### src/rtl/stdp_pulse_ctrl_if.sv
// Bundle between the STDP learning controller and its environment: window
// and spike inputs, the weight register's thermometer value, and the
// inc/dec pulses plus the decision code coming back.
interface stdp_pulse_ctrl_if #(
  parameter int INPUT_SIZE = 8
);
  logic                  gamma;
  logic                  learn_en;
  logic                  in_spike;
  logic                  out_spike;
  logic [INPUT_SIZE-1:0] weight;
  logic                  inc;
  logic                  dec;
  logic [2:0]            last_case;

  // Environment side: drives windows, spikes and weight, observes pulses.
  modport master (
    output gamma, learn_en, in_spike, out_spike, weight,
    input  inc, dec, last_case
  );

  // Controller side.
  modport slave (
    input  gamma, learn_en, in_spike, out_spike, weight,
    output inc, dec, last_case
  );
endinterface

### src/rtl/stdp_pulse_ctrl.sv
// STDP-style learning controller. Each gamma-delimited window records the
// first pre- and postsynaptic spike times. At the next gamma the closing
// window is classified and at most one saturating inc/dec pulse is issued
// to the thermometer weight register, one cycle after gamma.
module stdp_pulse_ctrl #(
  parameter int INPUT_SIZE = 8,
  parameter int TIME_BITS  = 4
) (
  input logic              clk,
  input logic              rst,
  stdp_pulse_ctrl_if.slave bus
);

  typedef enum logic {
    S_WAIT   = 1'b0,
    S_ACTIVE = 1'b1
  } state_t;

  typedef enum logic [2:0] {
    C_NONE    = 3'd0,
    C_CAPTURE = 3'd1,
    C_DEPRESS = 3'd2,
    C_SEARCH  = 3'd3,
    C_BACKOFF = 3'd4
  } case_t;

  state_t               r_state;
  logic [TIME_BITS-1:0] r_cnt;
  logic                 r_in_seen;
  logic                 r_out_seen;
  logic [TIME_BITS-1:0] r_t_in;
  logic [TIME_BITS-1:0] r_t_out;
  logic                 r_inc;
  logic                 r_dec;
  case_t                r_last_case;

  case_t w_case;
  logic  w_req_inc;
  logic  w_req_dec;
  logic  w_fire_inc;
  logic  w_fire_dec;

  // Classify the window that is closing, from its captured flags and times.
  always_comb begin
    w_case = C_NONE;
    if (r_in_seen && r_out_seen) begin
      if (r_t_in <= r_t_out) w_case = C_CAPTURE;
      else                   w_case = C_DEPRESS;
    end else if (r_in_seen) begin
      w_case = C_SEARCH;
    end else if (r_out_seen) begin
      w_case = C_BACKOFF;
    end
  end

  assign w_req_inc  = (w_case == C_CAPTURE) || (w_case == C_SEARCH);
  assign w_req_dec  = (w_case == C_DEPRESS) || (w_case == C_BACKOFF);
  // Full register blocks inc, empty register blocks dec.
  assign w_fire_inc = bus.learn_en && w_req_inc && !bus.weight[INPUT_SIZE-1];
  assign w_fire_dec = bus.learn_en && w_req_dec &&  bus.weight[0];

  // Window FSM, spike capture, and registered single-cycle pulses.
  always_ff @(posedge clk) begin
    if (!rst) begin
      r_state     <= S_WAIT;
      r_cnt       <= '0;
      r_in_seen   <= 1'b0;
      r_out_seen  <= 1'b0;
      r_t_in      <= '0;
      r_t_out     <= '0;
      r_inc       <= 1'b0;
      r_dec       <= 1'b0;
      r_last_case <= C_NONE;
    end else begin
      r_inc <= 1'b0;
      r_dec <= 1'b0;
      if (bus.gamma) begin
        // Only an ACTIVE window has anything to evaluate; the first gamma
        // out of WAIT just opens a window.
        if (r_state == S_ACTIVE) begin
          r_last_case <= w_case;
          r_inc       <= w_fire_inc;
          r_dec       <= w_fire_dec;
        end
        r_state    <= S_ACTIVE;
        // The counter holds the time of the cycle it is read in; gamma is
        // time 0, so the first cycle after it reads 1.
        r_cnt      <= TIME_BITS'(1);
        r_in_seen  <= bus.in_spike;
        r_out_seen <= bus.out_spike;
        r_t_in     <= '0;
        r_t_out    <= '0;
      end else if (r_state == S_ACTIVE) begin
        if (r_cnt != '1) r_cnt <= r_cnt + TIME_BITS'(1);
        if (bus.in_spike && !r_in_seen) begin
          r_in_seen <= 1'b1;
          r_t_in    <= r_cnt;
        end
        if (bus.out_spike && !r_out_seen) begin
          r_out_seen <= 1'b1;
          r_t_out    <= r_cnt;
        end
      end
    end
  end

  assign bus.inc       = r_inc;
  assign bus.dec       = r_dec;
  assign bus.last_case = r_last_case;

endmodule

### src/flat_wrapper.sv
// flat-port wrapper written by rule: the top's interface ports become plain ports
module stdp_pulse_ctrl_flat 
#(
  parameter int INPUT_SIZE = 8,
  parameter int TIME_BITS  = 4
)
  (clk, rst, bus_gamma, bus_learn_en, bus_in_spike, bus_out_spike, bus_weight, bus_inc, bus_dec, bus_last_case);
  stdp_pulse_ctrl_if #(.INPUT_SIZE(INPUT_SIZE)) bus_i ();
  input logic clk;
  input logic rst;
  input wire logic [$bits(bus_i.gamma)-1:0] bus_gamma;
  input wire logic [$bits(bus_i.learn_en)-1:0] bus_learn_en;
  input wire logic [$bits(bus_i.in_spike)-1:0] bus_in_spike;
  input wire logic [$bits(bus_i.out_spike)-1:0] bus_out_spike;
  input wire logic [$bits(bus_i.weight)-1:0] bus_weight;
  output wire logic [$bits(bus_i.inc)-1:0] bus_inc;
  output wire logic [$bits(bus_i.dec)-1:0] bus_dec;
  output wire logic [$bits(bus_i.last_case)-1:0] bus_last_case;
  assign bus_i.gamma = bus_gamma;
  assign bus_i.learn_en = bus_learn_en;
  assign bus_i.in_spike = bus_in_spike;
  assign bus_i.out_spike = bus_out_spike;
  assign bus_i.weight = bus_weight;
  assign bus_inc = bus_i.inc;
  assign bus_dec = bus_i.dec;
  assign bus_last_case = bus_i.last_case;
  stdp_pulse_ctrl #(.INPUT_SIZE(INPUT_SIZE), .TIME_BITS(TIME_BITS)) u_core (.clk(clk), .rst(rst), .bus(bus_i));
endmodule
### config.mk
export PLATFORM = sky130hd
export DESIGN_NAME = stdp_pulse_ctrl_flat
export DESIGN_NICKNAME = d
export VERILOG_FILES = /design/src/rtl/stdp_pulse_ctrl_if.sv /design/src/rtl/stdp_pulse_ctrl.sv /design/src/flat_wrapper.sv
export SDC_FILE = /design/constraint.sdc
export NUM_CORES = 1
export LEC_CHECK = 0
export ABC_CLOCK_PERIOD_IN_PS = 1300
export BUFFER_PORTS_ARGS = -buffer_cell sky130_fd_sc_hd__buf_2
export CORE_AREA = 2 2 52 54
export DETAILED_ROUTE_END_ITERATION = 8
export DIE_AREA = 0 0 54 56
export PLACE_DENSITY_LB_ADDON = 0.08
export RECOVER_POWER = 25
export SLEW_MARGIN = 20
export SYNTH_ARGS = -nofsm -noshare
export SYNTH_HDL_FRONTEND = slang
export SYNTH_SLANG_ARGS = --single-unit
### constraint.sdc
create_clock -name clk -period 1.3 [get_ports clk]
set_input_delay 0.13 -clock clk [delete_from_list [all_inputs] [get_ports clk]]
set_output_delay 0.13 -clock clk [all_outputs]
set_load 0.01 [all_outputs]
==> metrics, run 1 <==
Post-synth EDFFs=0; Slew Limit Fails=0; Final WS setup=-20.88 ps; met2 Resource Use GR=21.25%; Area growth syn-to-layout=21.21%; largest net degree at the start of global routing=11; DRT antenna net count=0; fill cell count=239; crit path launch type=register; r2r setup slk=-20 ps; HP Class=in -> reg; Main synth FF type=dfxtp_1; worst skew pair latency=300 ps; Remaining Overflow, GRT=0; core area=0.002432 mm2; reg2reg start=u_core.r_t_out[2]; Mapped Nets=116; top post-synthesis cells by area=dfxtp_1 (43%), mux2i_1 (8.6%), ha_1 (6.7%); # DRC=0; met1 Usage GRT=18.60%; initial antenna violation count=0; PortBufs=12; die area=0.003024 mm2; Cells after DPL=142; final setup TNS=-58.65 ps; Final Hold Vio Count=0; count of cell types in the netlist=34; Setup CP Type=reg -> reg; CTS tree=built; antenna cells=0; DR WL/cell=13.02 um; Final Cycle Share=101.6%; worst reg2reg path depth=5; DR vias=756; min-delay src=bus_in_spike; worst hold stages=2; H-tree depth=1; P per Cell Area=926.8 mW/mm2; R2R Path End=u_core.bus.last_case[1]; first-pass GRT wire length=3063 um; peak supply drop=0.4868 mV; clock sinks=20; M3 GR Usage=2.419%; CTS clk-pin slew, worst paths=120 ps; number of synthesized register bits=20; DP Area=0.001060 mm2; CTS Root Cell=clkbuf_4; Iteration-0 DRC Markers=7; # nets final=137; Worst Path Required=1500 ps; Num CTS Buffers=3; Max Cap Viol=0; Clock Skews=3.446 ps; synthesized instance count=97; Seq/Total Area, Yosys=42.95%; Final Critical Period=1321 ps; Worst-Margin Slew=245.3 ps; total power=0.001047 W; failing checks=negative setup slack; gr usage total=13.91%; crit path DAT=1520 ps; Rows=18; Die X=54 um; global placement routability congestion=0.7864; chip height=56 um; non-filler instance count after layout=146; async set-reset flop share out of synthesis=0%; Vias/cell=5.178; dominant cell type by area after synthesis=dfxtp_1; share of cells above drive strength 1=27.59%; Worst Hold End=u_core.r_in_seen; Starting Density=38.32%; WL final=1901 um; Mean Syn Cell Area=9.610 um2; busiest grt layer=met2; Post-synth top cells=dfxtp_1 (20), nor2_1 (11), inv_1 (8), mux2i_1 (8); maximum fanout along the worst path=4; fmax=0.7571 GHz; mapped cell area=932.1 um2; crit path capture type=register; DRT Pass-1 Iters=4; clk buf depth=2; hold_buf cts=0; Lkg Pwr=0.4966 nW; final instance area=0.001130 mm2; DPL Wire Length=1380 um; RSZ-0062 raised after global routing=yes; relative slew slack=83.65%; Ports=19; status=finished, violations left; most common cell in the netlist=dfxtp_1; post-synth top area share=42.95%; number of global-route vias before repair=654; Yosys Warn Count=0; # setup viols final=3
power breakdown:
group | internal (W) | switching (W) | total [W]
clock network | 0.000108 | 0.000191 | 0.000299
registers | 0.000627 | 0.0000143 | 0.000641
logic | 0.0000519 | 0.0000551 | 0.000107
final cells by class:
cell class | count | area [um2] | area share (%)
clock buffers | 3 | 22.52 | 1.993
inverters | 8 | 30.03 | 2.658
multi-input cells | 66 | 528.0 | 46.73
flip-flops and latches | 20 | 404.1 | 35.77
well taps | 30 | 37.54 | 3.322
repair buffers | 19 | 107.6 | 9.524
what timing repair did:
action / CTS / global route
endpoints found under the hold margin: 0 / 0
endpoints found under the setup margin: 3 / 6
buffers inserted: 0 / 1
pin swaps: 3 / 3
resized for setup: 6 / 4
layer usage:
metal,up-vias,part of all wire (%)
met5,-,0
met4,0,0.95
met3,2,3.7
met2,10,47
met1,356,49
li1,388,-
worst max-delay path by stage:
stage | to | startpoint | depth (start not counted)
after detailed placement | u_core.bus.last_case[1] | u_core.r_t_out[2] | 5
after CTS | u_core.bus.last_case[1] | u_core.r_t_out[2] | 5
after floorplan | u_core.bus.last_case[1] | u_core.r_t_out[2] | 5
after global placement | u_core.bus.last_case[1] | u_core.r_t_out[2] | 5
final | u_core.bus.last_case[1] | u_core.r_t_out[2] | 5
after global routing | u_core.bus.last_case[1] | u_core.r_t_out[2] | 5
cells in the final DEF, fill, tap and decap left out, drive strengths merged:
cell / Yosys / final
a211o: 1 / 1
a21bo: 1 / 1
a21boi: 1 / 1
a21oi: 1 / 1
a22o: 1 / 1
a311oi: 1 / 1
a31o: 1 / 1
a31oi: 4 / 4
a32o: 1 / 1
a41o: 1 / 1
and2b: 1 / 1
and3: 2 / 2
and4: 1 / 1
buf: 3 / 15
clkbuf: 0 / 7
dfxtp: 20 / 20
ha: 5 / 5
inv: 8 / 8
mux2: 2 / 2
mux2i: 8 / 8
nand2: 3 / 3
nand2b: 1 / 1
nand3: 5 / 5
nand3b: 3 / 3
nand4: 1 / 1
nand4b: 1 / 1
nor2: 11 / 11
nor2b: 1 / 1
nor3: 2 / 2
o21a: 3 / 3
o21ai: 2 / 2
or3: 1 / 1
stage by stage:
| stage | hold WS, ps | setup WS (ps) | util, % |
|---|---|---|---|
| finish | 66.25 | -20.88 | 46.45 |
| global route | 58.31 | -52.38 | 46.45 |
| CTS | 58.16 | -25.99 | 45.68 |
| detailed placement | 376.9 | -80.48 | 43.57 |
| global placement | 366.7 | -57.01 | 43.57 |
| floorplan | 244.6 | -6.519 | - |
flip-flops by register name, summed over array words and instances (netlist names):
signal and count:
u_core.bus.inc 1, u_core.r_out_seen 1, u_core.r_t_in 4, u_core.bus.dec 1, u_core.r_in_seen 1, u_core.r_cnt 4, u_core.r_state 1, u_core.bus.last_case 3
u_core.r_t_out 4
cells by family after synthesis:
group,share of synthesized area [%]
buffers and inverters,4.832
AND/OR/NAND/NOR,19.60
flip-flops,42.95
multiplexers,11.41
adder cells (fa/ha/maj),6.711
AO/OA/AOI/OAI,14.50
critical path: stages (launching register included):
cell     delay, ps
dfxtp_2        350
inv_2           40
ha_4           210
o21a_1         160
o21a_1         230
a32o_1         230
No activity file was read; power rests on OpenSTA's default activity.
==> run 2: changes to the inputs <==
- ABC_AREA: not set -> 1
- CORE_AREA: 2 2 52 54 -> 2 2 50 52
- DIE_AREA: 0 0 54 56 -> 0 0 52 54
==> metrics, run 2 <==
status=finished, final reports clean; H-tree depth=1; Vias/cell=4.648; HP Class=in -> reg; top flop regs=u_core.r_cnt: 4 flops, u_core.r_t_in: 4 flops, u_core.r_t_out: 4 flops; # setup viols final=0; Seq/Total Area, Yosys=46.11%; DRT antenna net count=0; Final Critical Period=1257 ps; chip height=54 um; DR WL/cell=10.94 um; DPL Wire Length=1319 um; top post-synthesis cells by area=dfxtp_1 (46%), inv_1 (8.2%), nand2_1 (8.2%); Post-synth EDFFs=0; Final Cycle Share=96.69%; Final WS setup=43.02 ps; Util after Layout=46.12%; clk buf depth=2; CTS Root Cell=clkbuf_4; most frequent cells in the layout=dfxtp_1 (16), nand2_1 (15), inv_1 (14), a21oi_1 (11), nor2_1 (11); count of cell types in the netlist=17; Max Cap Viol=0; Num CTS Buffers=3; Area growth syn-to-layout=23.20%; final setup TNS=0 ps; worst slack at placement=-17.82 ps; Setup CP Type=reg -> reg; crit path capture type=register; Mapped Nets=133; gr usage total=14.41%; final instance area=0.001070 mm2; DRT Pass-1 Iters=4; Remaining Overflow, GRT=0; delay-heaviest family, CP=simple AND/OR/NAND/NOR gates; DR vias=753; WL final=1773 um; share of cells above drive strength 1=27.27%; Main synth FF type=dfxtp_1; Crit-path slowest cell=dfxtp_2; antenna cells=0; # DRC=0; global placement routability congestion=0.6669; # nets final=152; CTS clk-pin slew, worst paths=110 ps; maximum fanout along the worst path=3; worst skew pair latency=290 ps; Iteration-0 DRC Markers=8; DP Area=969.7 um2; die area=0.002808 mm2; crit path DAT=1460 ps; number of synthesized register bits=20; largest net degree at the start of global routing=12; post-synth top area share=46.11%; Worst-Margin Slew=252.1 ps; number of global-route vias before repair=651; relative slew slack=83.15%; CP Cell Sequence=inv_2 -> ha_4 -> nand2_2 -> inv_2 -> nand2_2 -> nand2_2 -> nand3b_1 -> nand2_1 -> a21oi_1; Rows=18; fmax=0.7956 GHz; PortBufs=12; CP Buf/Inv Count=2; r2r setup slk=40 ps; crit path launch type=register; CP peak stage delay=350 ps; synthesized instance count=114; dominant cell type by area after synthesis=dfxtp_1; mapped cell area=868.3 um2; Slew Limit Fails=0; core area=0.002320 mm2; leading cell type in the layout, fill and taps excluded=dfxtp_1; Post-synth top cells=dfxtp_1 (20), inv_1 (19), nand2_1 (19); Yosys Warn Count=0; CP most frequent cell=nand2_2; Final Hold Vio Count=0; Lkg Pwr=0.4663 nW; RSZ-0062 raised after global routing=yes; Mean Syn Cell Area=7.617 um2; CTS tree=built; Clock Skews=1.970 ps; Ports=19; async set-reset flop share out of synthesis=0%; first-pass GRT wire length=2856 um; initial antenna violation count=0; most common cell in the netlist=dfxtp_1; P per Cell Area=1077 mW/mm2; Starting Density=37.43%; clock sinks=20; peak supply drop=0.5737 mV; Worst Path Required=1500 ps; Die X=52 um
run 2: cell types whose count changed after synthesis, sizes merged, moves of 2 or more:
cell,previous run,this run
nand2,3,19
inv,8,20
o21ai,2,14
a21oi,1,12
mux2i,8,0
a31oi,4,0
o21a,3,0
and3,2,0
buf,3,1
mux2,2,0
nand3b,3,1
nor2,11,13
nor3,2,0
run 2: final cells by class:
cell class              count  area (um2)
multi-input cells          73       437.9
fillers                   243        1250
well taps                  30       37.54
repair buffers             15       77.57
flip-flops and latches     20       405.4
inverters                  20       75.07
clock buffers               4       36.28
run 2: repair_timing:
item / in CTS / in global routing
hold buffers: 0 / 0
resized for setup: 5 / 13
pin swaps: 9 / 6
endpoints found under the hold margin: 0 / 0
setup buffers: 1 / 0
endpoints found under the setup margin: 1 / 5
run 2: worst register-to-register path, stage by stage, from the launching register on:
cell and delay, ps:
dfxtp_2 350, inv_2 50, ha_4 250, nand2_2 50, inv_2 60, nand2_2 50, nand2_2 60, nand3b_1 130
nand2_1 110, a21oi_1 60
run 2: final timing paths:
check | from | to | depth (start not counted)
worst max-delay path | u_core.r_t_out[2] | u_core.bus.last_case[0] | 9
worst max register to register | u_core.r_t_out[2] | u_core.bus.last_case[0] | 9
worst min register to register | u_core.r_t_in[0] | u_core.r_t_in[0] | 2
worst min-delay path | bus_out_spike | u_core.r_out_seen | 3
run 2: cells by family (layout without fill, tap and decap cells):
group	Yosys count	after routing	synth area share, %
buf+inv	21	39	9.942
compound gates	28	28	16.71
simple gates	40	40	20.03
flops	20	20	46.11
fa+ha+maj	5	5	7.205
run 2: metrics by stage:
stage	power [W]	hold WS [ps]	std cells
after floorplan	0.0007448	240.4	114
after global placement	0.0007869	357.5	157
after detailed placement	0.0007899	367.7	157
after CTS	0.001158	42.91	162
after global routing	0.001231	61.80	162
final	0.001152	55.77	162
run 2: routing by layer:
layer  routed length (um)  track usage, %
met3                   38           3.333
met4                   10           7.895
met2                  789           20.68
met1                  935           19.83
met5                    0               0
run 2: report_power, final:
group	internal, W	switching, W	total, W	leakage, nW
clock network	0.000171	0.000188	0.000359	0.0210
registers	0.000634	0.0000152	0.000650	0.165
logic	0.0000571	0.0000864	0.000144	0.280
